<file path="config.mk">
export PLATFORM = sky130hd
export DESIGN_NAME = tx_fifo
export DESIGN_NICKNAME = d
export VERILOG_FILES = /design/src/rtl/tx_fifo.sv
export SDC_FILE = /design/constraint.sdc
export NUM_CORES = 1
export LEC_CHECK = 0
export CORE_ASPECT_RATIO = 0.75
export CORE_MARGIN = 2
export CORE_UTILIZATION = 50
export CTS_CLUSTER_SIZE = 8
export DETAILED_ROUTE_END_ITERATION = 16
export PLACE_DENSITY = 0.81
export SYNTH_ARGS = -nofsm -noshare
export SYNTH_HDL_FRONTEND = slang
export SYNTH_SLANG_ARGS = --single-unit
</file>
<file path="constraint.sdc">
create_clock -name pclk -period 6.5 [get_ports pclk]
set_input_delay 1.3 -clock pclk [delete_from_list [all_inputs] [get_ports pclk]]
set_output_delay 1.3 -clock pclk [all_outputs]
set_load 0.005 [all_outputs]
</file>
<file path="src/rtl/tx_fifo.sv">
// tx_fifo: single-clock transmit FIFO between the APB register block and the
// I2S serializer. Words are pushed with Tx_wen and popped with rd_en; a popped
// word appears on rd_data together with a one-cycle rd_valid pulse.
//
// Ports:
//   pclk, preset       clock, asynchronous active-high reset
//   Tx_wen, Tx_data    write strobe and 32-bit write data
//   rd_en              read request; rd_data/rd_valid follow one cycle later
//   clr_err            clears the sticky ovf/udf flags (a new error wins)
//   rd_data, rd_valid  read data and its one-cycle qualifier
//   Tx_full, Tx_empty, Tx_afull, level   occupancy status
//   ovf, udf           sticky dropped-write / empty-read flags
module tx_fifo #(
  parameter int DEPTH    = 8,
  parameter int AFULL_TH = 6
) (
  input  logic                       pclk,
  input  logic                       preset,
  input  logic                       Tx_wen,
  input  logic [31:0]                Tx_data,
  input  logic                       rd_en,
  input  logic                       clr_err,
  output logic [31:0]                rd_data,
  output logic                       rd_valid,
  output logic                       Tx_full,
  output logic                       Tx_empty,
  output logic                       Tx_afull,
  output logic [$clog2(DEPTH):0]     level,
  output logic                       ovf,
  output logic                       udf
);
  localparam int AW = $clog2(DEPTH);
  localparam int LW = AW + 1;

  logic [31:0]   mem [DEPTH];
  logic [AW-1:0] wp, rp;
  logic          rd_acc, wr_acc;

  assign Tx_full  = (level == LW'(DEPTH));
  assign Tx_empty = (level == '0);
  assign Tx_afull = (level >= LW'(AFULL_TH));

  // A read frees a slot in the same cycle, so a write at full is still
  // accepted when paired with a read. Reads never see a same-cycle write
  // because emptiness comes from the registered level.
  assign rd_acc = rd_en && !Tx_empty;
  assign wr_acc = Tx_wen && (!Tx_full || rd_acc);

  // Storage is intentionally not reset.
  always_ff @(posedge pclk) begin
    if (wr_acc) mem[wp] <= Tx_data;
  end

  always_ff @(posedge pclk or posedge preset) begin
    if (preset) begin
      wp       <= '0;
      rp       <= '0;
      level    <= '0;
      rd_data  <= '0;
      rd_valid <= 1'b0;
      ovf      <= 1'b0;
      udf      <= 1'b0;
    end else begin
      rd_valid <= rd_acc;
      if (rd_acc) begin
        rd_data <= mem[rp];
        rp      <= rp + 1'b1;
      end
      if (wr_acc) wp <= wp + 1'b1;

      case ({wr_acc, rd_acc})
        2'b10:   level <= level + 1'b1;
        2'b01:   level <= level - 1'b1;
        default: level <= level;
      endcase

      // Set has priority over clear.
      if (Tx_wen && !wr_acc) ovf <= 1'b1;
      else if (clr_err)      ovf <= 1'b0;
      if (rd_en && Tx_empty) udf <= 1'b1;
      else if (clr_err)      udf <= 1'b0;
    end
  end
endmodule

</file>
# --- Word-level counts from Yosys, hierarchy flattened ---
# Memory sizes are Yosys's and may differ from the RTL's. A register that Yosys moved wholly into a read port is not among the register bits.
# Cells that the tools add are included.
word_totals:
  reg_bits: 13
  latch_bits: 0
  ramBits: 256
  rom_bits: 0
  input_bits: 37
  elab_cells: 33
  mem_count: 1
memory_table:
  columns: ["name", "words", "word_bits", "read_ports", "rd_clocked_by_memory_dff", "write_ports", "line", "source"]
  rows:
  - ["mem", 8, 32, 1, 1, 1, "35", "logic [31:0] mem [DEPTH];"]
classes:
  n_addsub: 4
  multipliers: 0
  div: 0
  order_cmp: 1
  n_eq_ne: 3
  n_shift: 0
  muxes: 6
  n_bitwise: 0
  n_reduce_logical: 12
op_table:
  columns: ["cell", "count"]
  rows:
  - ["4-bit one-hot mux with 2 select lines", 1]
  - ["3-bit by 1-bit adder with 3-bit output, second input constant", 2]
  - ["2-bit nonzero test", 3]
  - ["1-bit 2-to-1 mux", 5]
  - ["4-bit by 1-bit adder with 4-bit output, second input constant", 1]
  - ["4-bit equality test, second input constant", 1]
  - ["4-bit by 3-bit >= comparator with 1-bit output, second input constant", 1]
  - ["1-bit logical AND", 4]
  - ["4-bit zero test", 1]
  - ["4-bit by 1-bit subtractor with 4-bit output, second input constant", 1]
  - ["1-bit zero test", 3]
  - ["2-bit by 1-bit equality test with 1-bit output, second input constant", 1]
  - ["2-bit equality test, second input constant", 1]
  - ["1-bit logical OR", 1]

# --- Depth between registers and ports, before layout ---
# Gate-level depths: netlist of run 1.
depth:
  ltp_word: 8
  mapped_depth: 12
  ltp_nobuf: 10

# --- Worst setup path before layout of run 1 ---
# Ideal clock, no wire load.
synth_timing:
  kind: "input port to flip-flop"
  from: "input rd_en"
  to: "memory mem[0][0] (enable)"
  setup_ns: 0.501
  t_arrival_ns: 4.595
  t_required_ns: 5.999
  path_slack_ns: 1.403
  cell_stages: 3
  path_buffers: 0
  cell_sequence: "o21a_4 -> clkinv_4 -> nor4_1"
synth_between:
  elab_chain_cells: 5
synth_rtl:
  columns: ["element", "line", "source"]
  rows:
  - ["start, declared", "21", "input logic rd_en,"]
  - ["1-bit logical AND", "46", "assign rd_acc = rd_en && !Tx_empty;"]
  - ["1-bit logical OR", "47", "assign wr_acc = Tx_wen && (!Tx_full || rd_acc);"]
  - ["1-bit logical AND", "47", null]
  - ["1-bit 2-to-1 mux", "51", "if (wr_acc) mem[wp] <= Tx_data;"]
  - ["1-bit 2-to-1 mux (implied by the code)", "51", null]
  - ["end, declared", "35", null]
# Every way passes these cells.

# --- Final worst setup path of run 1 ---
layout_timing:
  from: "input rd_en"
  to: "register level[2]"
layout_between:
  elab_chain_cells: 5
  elab_cells_between_ends: 7
layout_rtl:
  columns: ["element", "line", "source"]
  rows:
  - ["1-bit logical AND (*)", "46", null]
  - ["net rd_acc", "37", "logic rd_acc, wr_acc;"]
  - ["1-bit logical OR", "47", null]
  - ["1-bit logical AND", "47", null]
  - ["2-bit by 1-bit equality test with 1-bit output or 2-bit equality test (tied branches)", "71", "case ({wr_acc, rd_acc})"]
  - ["4-bit one-hot mux with 2 select lines or 2-bit nonzero test (tied branches)", null, null]
  - ["end signal, assigned", "72", "2'b10: level <= level + 1'b1;"]
  - ["end signal, assigned", "73", "2'b01: level <= level - 1'b1;"]
  - ["end signal, assigned", "74", "default: level <= level;"]
  - ["end, declared", "28", "output logic [$clog2(DEPTH):0] level,"]
# The timed path passes the listed nets; every way through them passes the cells marked *.
# A chain may end at the register's enable or synchronous reset.

==> results.md, run 1 <==
- For this design the top-level I/O count stands at between 70 and 80.
- The final total negative setup slack is 0 ps.
- After synthesis, the netlist uses 33 different library cells.
- The combined area of all synthesized cells is between 10000 and 15000 um^2.
- The design draws between 6 and 7 mW.
- The number of antenna diodes in the final layout is 0.
- The mean post-synth cell area is around 18 um^2.
- The synthesis-stage register bit count is 301.
- The net count after synthesis is about 700.
- For flop-to-flop paths, the worst setup slack is 3430 ps.
- Tracing the worst setup path back leads to its startpoint at rd_en.
- The flow ran to the end, and the final reports show no timing, DRC or antenna violations.
- The tool flagged a number of max-cap violations equal to 0.
- The aggregate routed wire length is about 22000 um.
- The fraction of layout instances using a drive strength above 1 is between 15 and 20%.
- Routability-driven placement finished with a final weighted congestion of approximately 0.7.
- The required time of the critical path is 6880 ps.
- Setup repair after global routing left no endpoint under its margin.
- For this run, design rule violations remaining after detail routing come to 0.
- The startpoint identified for the worst register-to-register timing path is level[1].
- The kind of launch point of the worst setup path is an input port.
- The worst pin sits at a relative slew slack of between 20 and 25%.
- The library cells used most frequently in the layout, excluding fill and tap cells, are 256 x edfxtp_1, 78 x clkdlybuf4s50_1, 65 x mux2_2, 64 x mux2i_1, 45 x clkbuf_16.
- The total count of max-transition violations in the final report is 0.
- Walking the worst path, the cells encountered are clkdlybuf4s50_1, nand2b_2, buf_4, inv_1, ha_1, xor2_1, ha_1, a21oi_1, xor2_1, nor2_1, xor2_1.
- The full die area is 24500 um^2.
- The portion of the post-synthesis area used by sequential elements is about 76%.
- The clock network latency to the later pin of the worst-skew pair is 510 ps.
- The H-tree depth reported by CTS is 2.
- The initial antenna violation count is 0.
- The core footprint is ~23000 um^2.
- For this block, the initial DRC count from the detailed router was 420.
- The CTS tree is yes.
- The post-cts gate resize count is 0.
- At the worst endpoint, the arrival time is 3840 ps.
- The vertical die dimension is ~140 um.
- The first detailed-routing pass ran for 5 iterations.
- The wire length of the first global-routing pass is approximately 35000 um.
- Once layout is done, the placed cells without fillers occupy 13900 um^2.
- The total of hold buffers inserted after clock tree synthesis is 0.
- The critical path's top delay family is buffers and inverters.
- Setup violations remaining at the end of the flow were counted as 0.
- In this run, synthesis inferred approximately 260 flip-flops with an integrated enable.
- Following the worst setup path forward leads to its endpoint at level[2].
- The worst setup path is captured at a flop.
- The root buffer cell chosen for the clock tree is clkbuf_16.
- The routed wire length per instance is just over 20 um.
- The die is 180 um wide.
- The post-route antenna net violation count is 0.
- The count of buffer and inverter cells on the critical path is 3.
- The effective utilization at floorplan is between 50% and 60%.
- The synthesized netlist cell count is 655.
- The class of the tightest hold or removal check is flop to flop.
- Summed over all layers, the global routing overflow is 0.
- The depth of the worst register-to-register path is 11.
- The most used flip-flop cell after synthesis is edfxtp_1.
- The reg-to-reg critical path endpoint is level[2].
- The count of buffers from port buffering is 78.
- Dividing total power by cell area gives a power density of between 400 and 500 nW/um^2.
- For this block, the via count after detailed routing is between 6000 and 7000.
- The number of global-route vias before repair is roughly 6300.
- The cell leakage power is just under 5 nW.
- The utilization after layout is 61.0%.
- The critical path in this run is classified as input port to flop.
- The pin count of the biggest net entering global routing is 68.
- Across the VDD grid, the largest voltage drop is around 0.00021 V.
- The final critical path takes up 53.3% of the cycle.
- The average via count per standard cell is 5.54.
- The net count reported at finish is slightly below 800.
- Clock-pin slew was measured on the worst setup and hold paths at about 50 ps.
- For the finished layout, the period the worst path requires is ~3500 ps.
- Summing all placed instances gives a cell area of 12700 um^2.
- The total routing usage reported by global routing is between 15 and 20%.
- The most common cell after layout, fill and taps aside is edfxtp_1.
- The number of buffers added for setup after CTS is 0.
- For the final database, setup skew stands at between 10 and 15 ps.
- The final hold violation count is 0.
- The peak per-stage delay on the critical path is 530 ps.
- The synthesis-to-finish area growth is 20.2%.
- The HPWL after detailed placement is 12000 um.
- The largest fanout on the critical path is between 60 and 70.
- The slowest stage of the critical path belongs to the cell buf_4.
- CTS saw about 300 sinks.
- For this run, the number of Yosys warnings is 0.
- The share of async-settable or async-resettable flops after synthesis is between 10% and 20%.
- Row generation in the floorplan step produced between 40 and 50 rows.
- The cell that appears most often on the critical path is xor2_1.
- The maximum clock frequency is 289 MHz.
- Counting buffers and inverters, the worst setup path is 11 cells deep.
- In this run, CTS created clock tree buffers numbering between 40 and 50.
- The longest clock path from root to sink contains 3 buffers.
- At the pin with the least slew margin, the transition time is 1190 ps.
## layer usage
layer | track usage [%] | up-vias | wire (um)
met4 | 6.05 | 0 | 356
met5 | 0 | - | 0
met2 | 30.7 | 203 | 10800
met3 | 3.72 | 29 | 1300
met1 | 24.9 | 3003 | 9820
li1 | - | 2781 | -
## cells in the mapped netlist (3+ instances only)
cell / instances / share of area, %
o22ai_1: 10 / 0.54
nor3_1: 4 / 0.17
nand2_1: 44 / 1.4
clkbuf_1: 12 / 0.39
dfrtp_1: 45 / 9.7
mux2i_1: 64 / 5.5
buf_4: 10 / 0.65
o221ai_1: 23 / 1.7
a22oi_1: 23 / 1.5
nand2b_1: 6 / 0.32
a221o_1: 9 / 0.78
xnor2_1: 6 / 0.45
inv_1: 6 / 0.19
o21ai_1: 13 / 0.56
mux2_2: 65 / 6.3
buf_6: 3 / 0.29
edfxtp_1: 256 / 66
ha_1: 5 / 0.54
xor2_1: 3 / 0.23
o21ai_0: 21 / 0.91
nor2_1: 6 / 0.19
buf_2: 10 / 0.43
## worst reg2reg max path, delay by kind of cell, from the launching register on
family	cells	cell delay, ps
buffers and inverters	2	770
AND/OR/NAND/NOR	3	550
adder cells (fa/ha/maj)	2	520
flip-flops	1	490
XOR/XNOR	3	470
AO/OA/AOI/OAI	1	150
## logic make-up after synthesis
logic type | share of synthesized area [%]
flip-flops | 76.0
buffers and inverters | 2.03
XOR/XNOR | 0.679
AND/OR/NAND/NOR | 2.64
multiplexers | 11.8
adder cells (fa/ha/maj) | 0.539
AO/OA/AOI/OAI | 6.33
## layout make-up
cell class | count | area, um^2
clock buffers | 76 | 1240
clock inverters | 1 | 5.00
fillers | 1593 | 8930
inverters | 7 | 31.3
multi-input cells | 312 | 2610
flip-flops and latches | 301 | 8820
well taps | 300 | 375
repair buffers | 89 | 863
## sequential cells by signal (all words and copies together) (netlist names)
name      cells
level         4
mem         256
ovf           1
rd_data      32
rd_valid      1
rp            3
udf           1
wp            3
## worst min-delay path by stage
stage	start	endpoint	slack, ps	cells after the start
floorplan	rd_data[10]	rd_data[10]	470	2
global placement	rd_data[24]	rd_data[24]	460	2
detailed placement	rd_data[22]	rd_data[22]	470	2
CTS	rd_data[22]	rd_data[22]	480	2
global route	rd_data[3]	rd_data[3]	510	2
finish	rd_data[22]	rd_data[22]	470	2
## metrics by stage
stage / hold slack [ps] / std cells / setup WS (ps)
finish: 472 / 1086 / 3040
detailed placement: 472 / 1009 / 2510
CTS: 482 / 1086 / 3030
global placement: 460 / 1009 / 2570
floorplan: 471 / 655 / 1400
global route: 514 / 1086 / 2850
## power by group
group	switching (mW)	leakage, nW	internal, mW	total, mW
sequential	0.265	2.86	2.49	2.76
clock	0.755	0.595	1.28	2.03
combinational	0.829	1.41	0.815	1.64
total	1.85	4.87	4.58	6.43
Note: power is estimated with default switching activity, not from simulation.
==> run 2: changes to the inputs <==
clock period = 3.5 ns   (was 6.5 ns; I/O delays follow)
==> results.md, run 2 (synthesized netlist as in run 1, its figures left out) <==
- STA classifies the critical path startpoint as a flop.
- The number of buffers on the longest clock path is 3 (unchanged).
- The clock transition at the registers of the reported paths is 50 ps (about the same).
- The final setup violation count is 0 (unchanged).
- The final total negative setup slack is 0 ps (unchanged).
- The met2 track demand over resource in global routing came to 32.2% (+1.5 points).
- The post-layout total power came to 12.1 mW (+88%).
- The standard-cell row count is 48 (unchanged).
- The iteration-0 DRC count of the detailed router was 460 (+9.5%).
- The remaining max-slew budget at the tightest pin came to 18.6% (-2.1 points).
- Relative to the synthesized area, the layout overhead comes to 21.6%.
- After layout, the minimum clock period comes to 2840 ps.
- The aggregate routed wire length is 23600 um (+6.0%).
- The area of all placed cells without fillers is 14100 um^2 (+1.1%).
- The count of placed standard cells including taps is 1022 (+1.3%).
- The critical path is of the flop to output port type.
- Counting flops per register, the top entry is mem.
- In the final layout, the registers with the most flip-flops are mem: 256 flops, rd_data: 32 flops, level: 4 flops.
- The vias after detailed routing is 6153 (+2.3%).
- The routed wire length per instance came to 21.4 um (+4.6%).
- The cell area after placement came to 12900 um^2 (+1.4%).
- The number of ports placed on the die boundary came to 79 (unchanged).
- The number of flip-flops under the largest register name was 256 (unchanged).
- The depth of the worst register-to-register path is 10 (-1).
- TritonCTS built the clock tree.
- The largest fanout on the critical path was 7 (-90%).
- In this run the critical register-to-register path is captured at level[2].
- The final critical-path setup slack is 657 ps (-2380 ps).
- The maximum vdd drop came to 0.000519 V (+150%).
- The core footprint is 22900 um^2 (unchanged).
- The die extent in x came to 180 um (unchanged).
- The required time of the critical path was 2800 ps (-4080 ps).
- Setup repair after global routing left no endpoint under its margin.
- The effective utilization at floorplan was 50.7% (unchanged).
- Leaving out fill and tap cells, the most frequent cells in the layout are 256 x edfxtp_1, 78 x clkdlybuf4s50_1, 65 x mux2_2, 64 x mux2i_1.
- The number of buffers added for setup after CTS is 0 (unchanged).
- The maximum clock frequency is 352 MHz.
- The CTS buffer count is 43 (unchanged).
- The worst clock skew is 21.7 ps (+7.20 ps).
- Leaving out fill and tap cells, the most frequent cell in the layout is edfxtp_1.
- The net count reported at finish is 809 (+1.6%).
- The initial antenna violation count is 1 (+1).
- The busiest layer in global routing is met2.
- The worst setup path is captured at an output port.
- The utilization after layout was 61.7% (+0.69 points).
- The max-cap check violation count is 0 (unchanged).
- The count of placed standard cells in the final layout, fillers left out came to 1100 (+1.3%).
- The number of sinks handled by clock tree synthesis is 301 (unchanged).
- The number of DRC violations after detailed routing is 0 (unchanged).
- The detailed-placement wirelength estimate is 13400 um (+12%).
- The diode insertion count for antenna repair is 0 (unchanged).
- The pin slew with the least headroom to its limit is 1220 ps (+34.3 ps).
- The count of buffers from port buffering is 78 (unchanged).
- The data arrival time of the critical path is 2140 ps (-1700 ps).
- The fraction of layout instances using a drive strength above 1 is 19.1% (+1.2 points).
- The startpoint of the most critical register-to-register path is level[0].
- The cell leakage power is 4.95 nW (+1.6%).
- The hold path depth is 2 (unchanged).
- The start point of the worst min-delay path is rd_data[22].
- The tightest hold margin came to 471 ps (-0.511 ps).
- The post-place setup slack is 620 ps (-1890 ps).
- The pin count of the biggest net entering global routing is 67 (-1.5%).
- The total of hold buffers inserted after clock tree synthesis is 0 (unchanged).
- The share of the cycle needed by the critical path after routing is around four fifths.
- The number of detailed-routing iterations run before antenna repair came to 5 (unchanged).
- The slack of the worst reg-to-reg path is 880 ps (-2550 ps).
- The cell at the root of the clock tree is clkbuf_16.
- The average via count per standard cell is 5.59 (+0.98%).
- The full die area came to 24500 um^2 (unchanged).
- For hold timing, the worst endpoint is rd_data[22].
- The clock network latency to the later pin of the worst-skew pair was 530 ps (+20 ps).
- The total count of max-transition violations in the final report is 0 (unchanged).
- The wire length of the first global-routing pass is 36800 um (+5.7%).
- The post-cts gate resize count is 0 (unchanged).
- The residual overflow from global routing came to 0 (unchanged).
- The global routing usage on met1 came to 26.7% (+1.8 points).
- The placer's final routability congestion estimate is 0.740 (+6.0%).
- The vertical die dimension came to 136 um (unchanged).
- The flow ran to the end, and the final reports show no timing, DRC or antenna violations.
- The total routing usage reported by global routing came to 19.6% (+1.1 points).
- The final hold violation count is 0 (unchanged).
- The post-route antenna net violation count came to 0 (unchanged).
- The power density over the cells was 856 nW/um^2 (+86%).
- The H-tree depth reported by CTS is 2 (unchanged).
- The met3 capacity usage during global routing is 4.29% (+0.56 points).
- The class of the tightest hold or removal check is flop to flop.
- The number of global-route vias before repair was 6347 (+0.11%).
## run 2: cell count changes in the layout (fill, tap and decap cells not counted)
cell       before  now
nor3_4          0    1
nand2b_2        2    1
buf_12          0    5
clkbuf_16      45   43
buf_4          11   19
clkbuf_1       31   32
nor3_2          4    3
nor4_2          1    0
nand2b_1        4    5
clkinv_8        0    2
nor4_4          1    2
## run 2: layer usage
layer,up-vias,wire length (um)
met2,185,11500
met1,3113,10300
li1,2820,-
met3,33,1370
met5,-,13
met4,2,321
## run 2: worst max-delay path by stage
stage          startpoint         end  slack (ps)  cells after the start
2_1_floorplan       rd_en   mem[2][0]        -140                      3
3_3_place_gp        rd_en    level[2]         670                     10
3_5_place_dp        rd_en  mem[5][29]         620                      5
4_1_cts          level[0]     Tx_full         650                      3
5_1_grt          level[0]     Tx_full         610                      3
6_report         level[0]     Tx_full         660                      3
## run 2: worst max-delay path, cell delays in order (launching register included)
cell and delay [ps]:
dfrtp_1 480, or4b_4 590, inv_1 70, clkdlybuf4s50_1 490
## run 2: where the power goes
part | total, mW | internal (mW) | switching [mW]
combinational | 3.30 | 1.60 | 1.70
clock | 3.75 | 2.30 | 1.45
sequential | 5.03 | 4.63 | 0.406
## run 2: final cells by class
class	instances	area (um^2)
inverters	7	31.3
repair buffers	102	1020
clock inverters	3	37.5
flip-flops and latches	301	8820
multi-input cells	312	2630
fillers	1574	8770
well taps	300	375
clock buffers	75	1200
==> run 3: changes to the inputs <==
PLACE_DENSITY = 0.84   (was 0.81)
clock period = 2.3 ns   (was 3.5 ns; I/O delays follow)
==> results.md, run 3 (synthesized netlist as in run 1, its figures left out) <==
- The placer's final routability congestion estimate is 0.742 (+0.37%).
- The number of detailed-routing iterations run before antenna repair was 5 (unchanged).
- The number of ports placed on the die boundary is 79 (unchanged).
- The final setup violation count is 0 (unchanged).
- The required time of the critical path is 2700 ps (-100 ps).
- The fraction of layout instances using a drive strength above 1 is 21.9% (+2.8 points).
- The aggregate routed wire length is 24400 um (+3.7%).
- The full die area is 24500 um^2 (unchanged).
- The remaining max-slew budget at the tightest pin is 54.2% (+36 points).
- By instance count, the cell type seen most on the critical path is xor2_1.
- The cell area after placement was 13200 um^2 (+2.4%).
- The vertical die dimension was 136 um (unchanged).
- The standard-cell row count is 48 (unchanged).
- The number of global-route vias before repair is 6800 (+7.1%).
- The CTS tree is yes.
- The number of DRC violations after detailed routing is 0 (unchanged).
- The count of buffer and inverter cells on the critical path is 1 (-1).
- The total count of max-transition violations in the final report is 0 (unchanged).
- The data arrival time of the critical path is 2670 ps (+530 ps).
- Setup repair after global routing could not meet its margin everywhere.
- The post-layout total power came to 18.9 mW (+56%).
- In the final layout, the registers with the most flip-flops are mem: 256 flops, rd_data: 32 flops, level: 4 flops.
- The number of flip-flops under the largest register name is 256 (unchanged).
- The largest fanout on the critical path is 3 (-4).
- The worst setup path is launched from a flop.
- The startpoint of the most critical register-to-register path is level[0].
- The critical path starts at level[0].
- The final hold violation count was 0 (unchanged).
- From synthesis to final layout, the design area changed by 24.5%.
- In the layout the commonest cells are 256 x edfxtp_1, 76 x clkdlybuf4s50_1, 65 x mux2_2, 64 x mux2i_1, 45 x clkbuf_16.
- The wire length of the first global-routing pass is 38600 um (+4.7%).
- The kind of cell with the highest combined delay along the critical path is simple AND/OR/NAND/NOR gates.
- The number of buffers added for setup after CTS is 0 (unchanged).
- The worst clock skew is 13.5 ps (-8.21 ps).
- The detailed-placement wirelength estimate is 14400 um (+7.8%).
- The core footprint is 22900 um^2 (unchanged).
- The pin slew with the least headroom to its limit was 687 ps (-534 ps).
- The residual overflow from global routing was 0 (unchanged).
- Walking the worst path, the cells encountered are or4b_4, o21a_4, clkinv_4, ha_4, xor2_2, ha_2, a21oi_2, xor2_1, nor2_1, xor2_1.
- The category of the critical setup timing path is flop to flop.
- The CTS buffer count is 43 (unchanged).
- The number of sinks handled by clock tree synthesis is 301 (unchanged).
- The pin count of the biggest net entering global routing is 67 (unchanged).
- The initial antenna violation count is 0 (-1).
- The average via count per standard cell came to 5.72 (+2.2%).
- The peak per-stage delay on the critical path came to 560 ps (-30 ps).
- The share of the cycle needed by the critical path after routing is 98.7%.
- The area of all placed cells without fillers is 14400 um^2 (+2.4%).
- The maximum vdd drop is 0.000743 V (+43%).
- The most common cell after layout, fill and taps aside is edfxtp_1.
- The maximum clock frequency is 440 MHz.
- The clock transition at the registers of the reported paths is 50 ps (about the same).
- The routed wire length per instance is 21.8 um (+2.0%).
- The slowest stage of the critical path is the or4b_4 cell.
- The root buffer cell chosen for the clock tree is clkbuf_16.
- The class of the tightest hold or removal check is input port to async pin.
- The max-cap check violation count is 0 (unchanged).
- The final critical-path required period is around 2300 ps.
- The cell leakage power was 5.10 nW (+3.0%).
- The iteration-0 DRC count of the detailed router is 535 (+16%).
- The flow ran to the end, and the final reports show no timing, DRC or antenna violations.
- The net count reported at finish came to 826 (+2.1%).
- The count of buffers from port buffering came to 78 (unchanged).
- The number of buffers on the longest clock path was 3 (unchanged).
- The total routing usage reported by global routing came to 20.5% (+0.86 points).
- The H-tree depth reported by CTS is 2 (unchanged).
- The clock network latency to the later pin of the worst-skew pair is 520 ps (about the same).
- The post-place setup slack is -85.0 ps (-705 ps).
- The die extent in x came to 180 um (unchanged).
- mem holds more flip-flops than any other register.
- The worst setup path is captured at a flop.
- The power density over the cells is 1310 nW/um^2 (+53%).
- The effective utilization at floorplan is 50.7% (unchanged).
- The vias after detailed routing is 6392 (+3.9%).
- The final critical-path setup slack came to 29.3 ps (-628 ps).
- The post-route antenna net violation count is 0 (unchanged).
- The fill cell total of the finished layout is 1570 (-0.25%).
[run 3: power breakdown]
| part | switching [mW] | total (mW) | internal, mW |
|---|---|---|---|
| Combinational | 2.84 | 5.53 | 2.69 |
| Sequential | 0.538 | 7.58 | 7.04 |
| Clock | 2.18 | 5.79 | 3.62 |
| Total | 5.56 | 18.9 | 13.4 |
[run 3: final timing paths]
check                              endpoint  slack [ps]  depth (start not counted)
worst max-delay path               level[2]          30                         10
worst min-delay path               level[3]         290                          2
worst max register to register     level[2]          30                         10
worst min register to register  rd_data[10]         470                          2
max in group asynchronous       rd_data[26]        1480                          3
min in group pclk               rd_data[10]         470                          2
[run 3: what timing repair did]
action | in CTS | in global routing
hold endpoints to repair | 0 | 0
pin swaps | 0 | 1
endpoints found under the setup margin | 2 | 2
gates resized for setup | 2 | 4
hold buffers | 0 | 0
[run 3: layer usage]
| metal | GRT usage, % | part of all wire, % | up-vias |
|---|---|---|---|
| met2 | 33.4 | 48 | 238 |
| met4 | 6.91 | 2.4 | 0 |
| met1 | 27.9 | 44 | 3258 |
| met5 | 0 | 0 | - |
| li1 | - | - | 2846 |
| met3 | 4.26 | 6.0 | 50 |
[run 3: area by class of cell]
cell class	count	area, um^2	area share, %
diodes	1	2.50	0.0173
clock inverters	1	5.00	0.0346
well taps	300	375	2.60
clock buffers	77	1250	8.63
multi-input cells	312	2680	18.5
inverters	7	31.3	0.217
flip-flops and latches	301	8820	61.1
repair buffers	119	1290	8.90
[run 3: through the flow]
step	TNS (ps)	util [%]	hold WS, ps	std cells
final	0	63.1	287	1118
after global routing	-62.9	63.1	344	1117
after CTS	0	63.0	296	1117
after detailed placement	-917	57.6	469	1039
after global placement	-454	57.6	460	1039
after floorplan	-86720	-	471	655
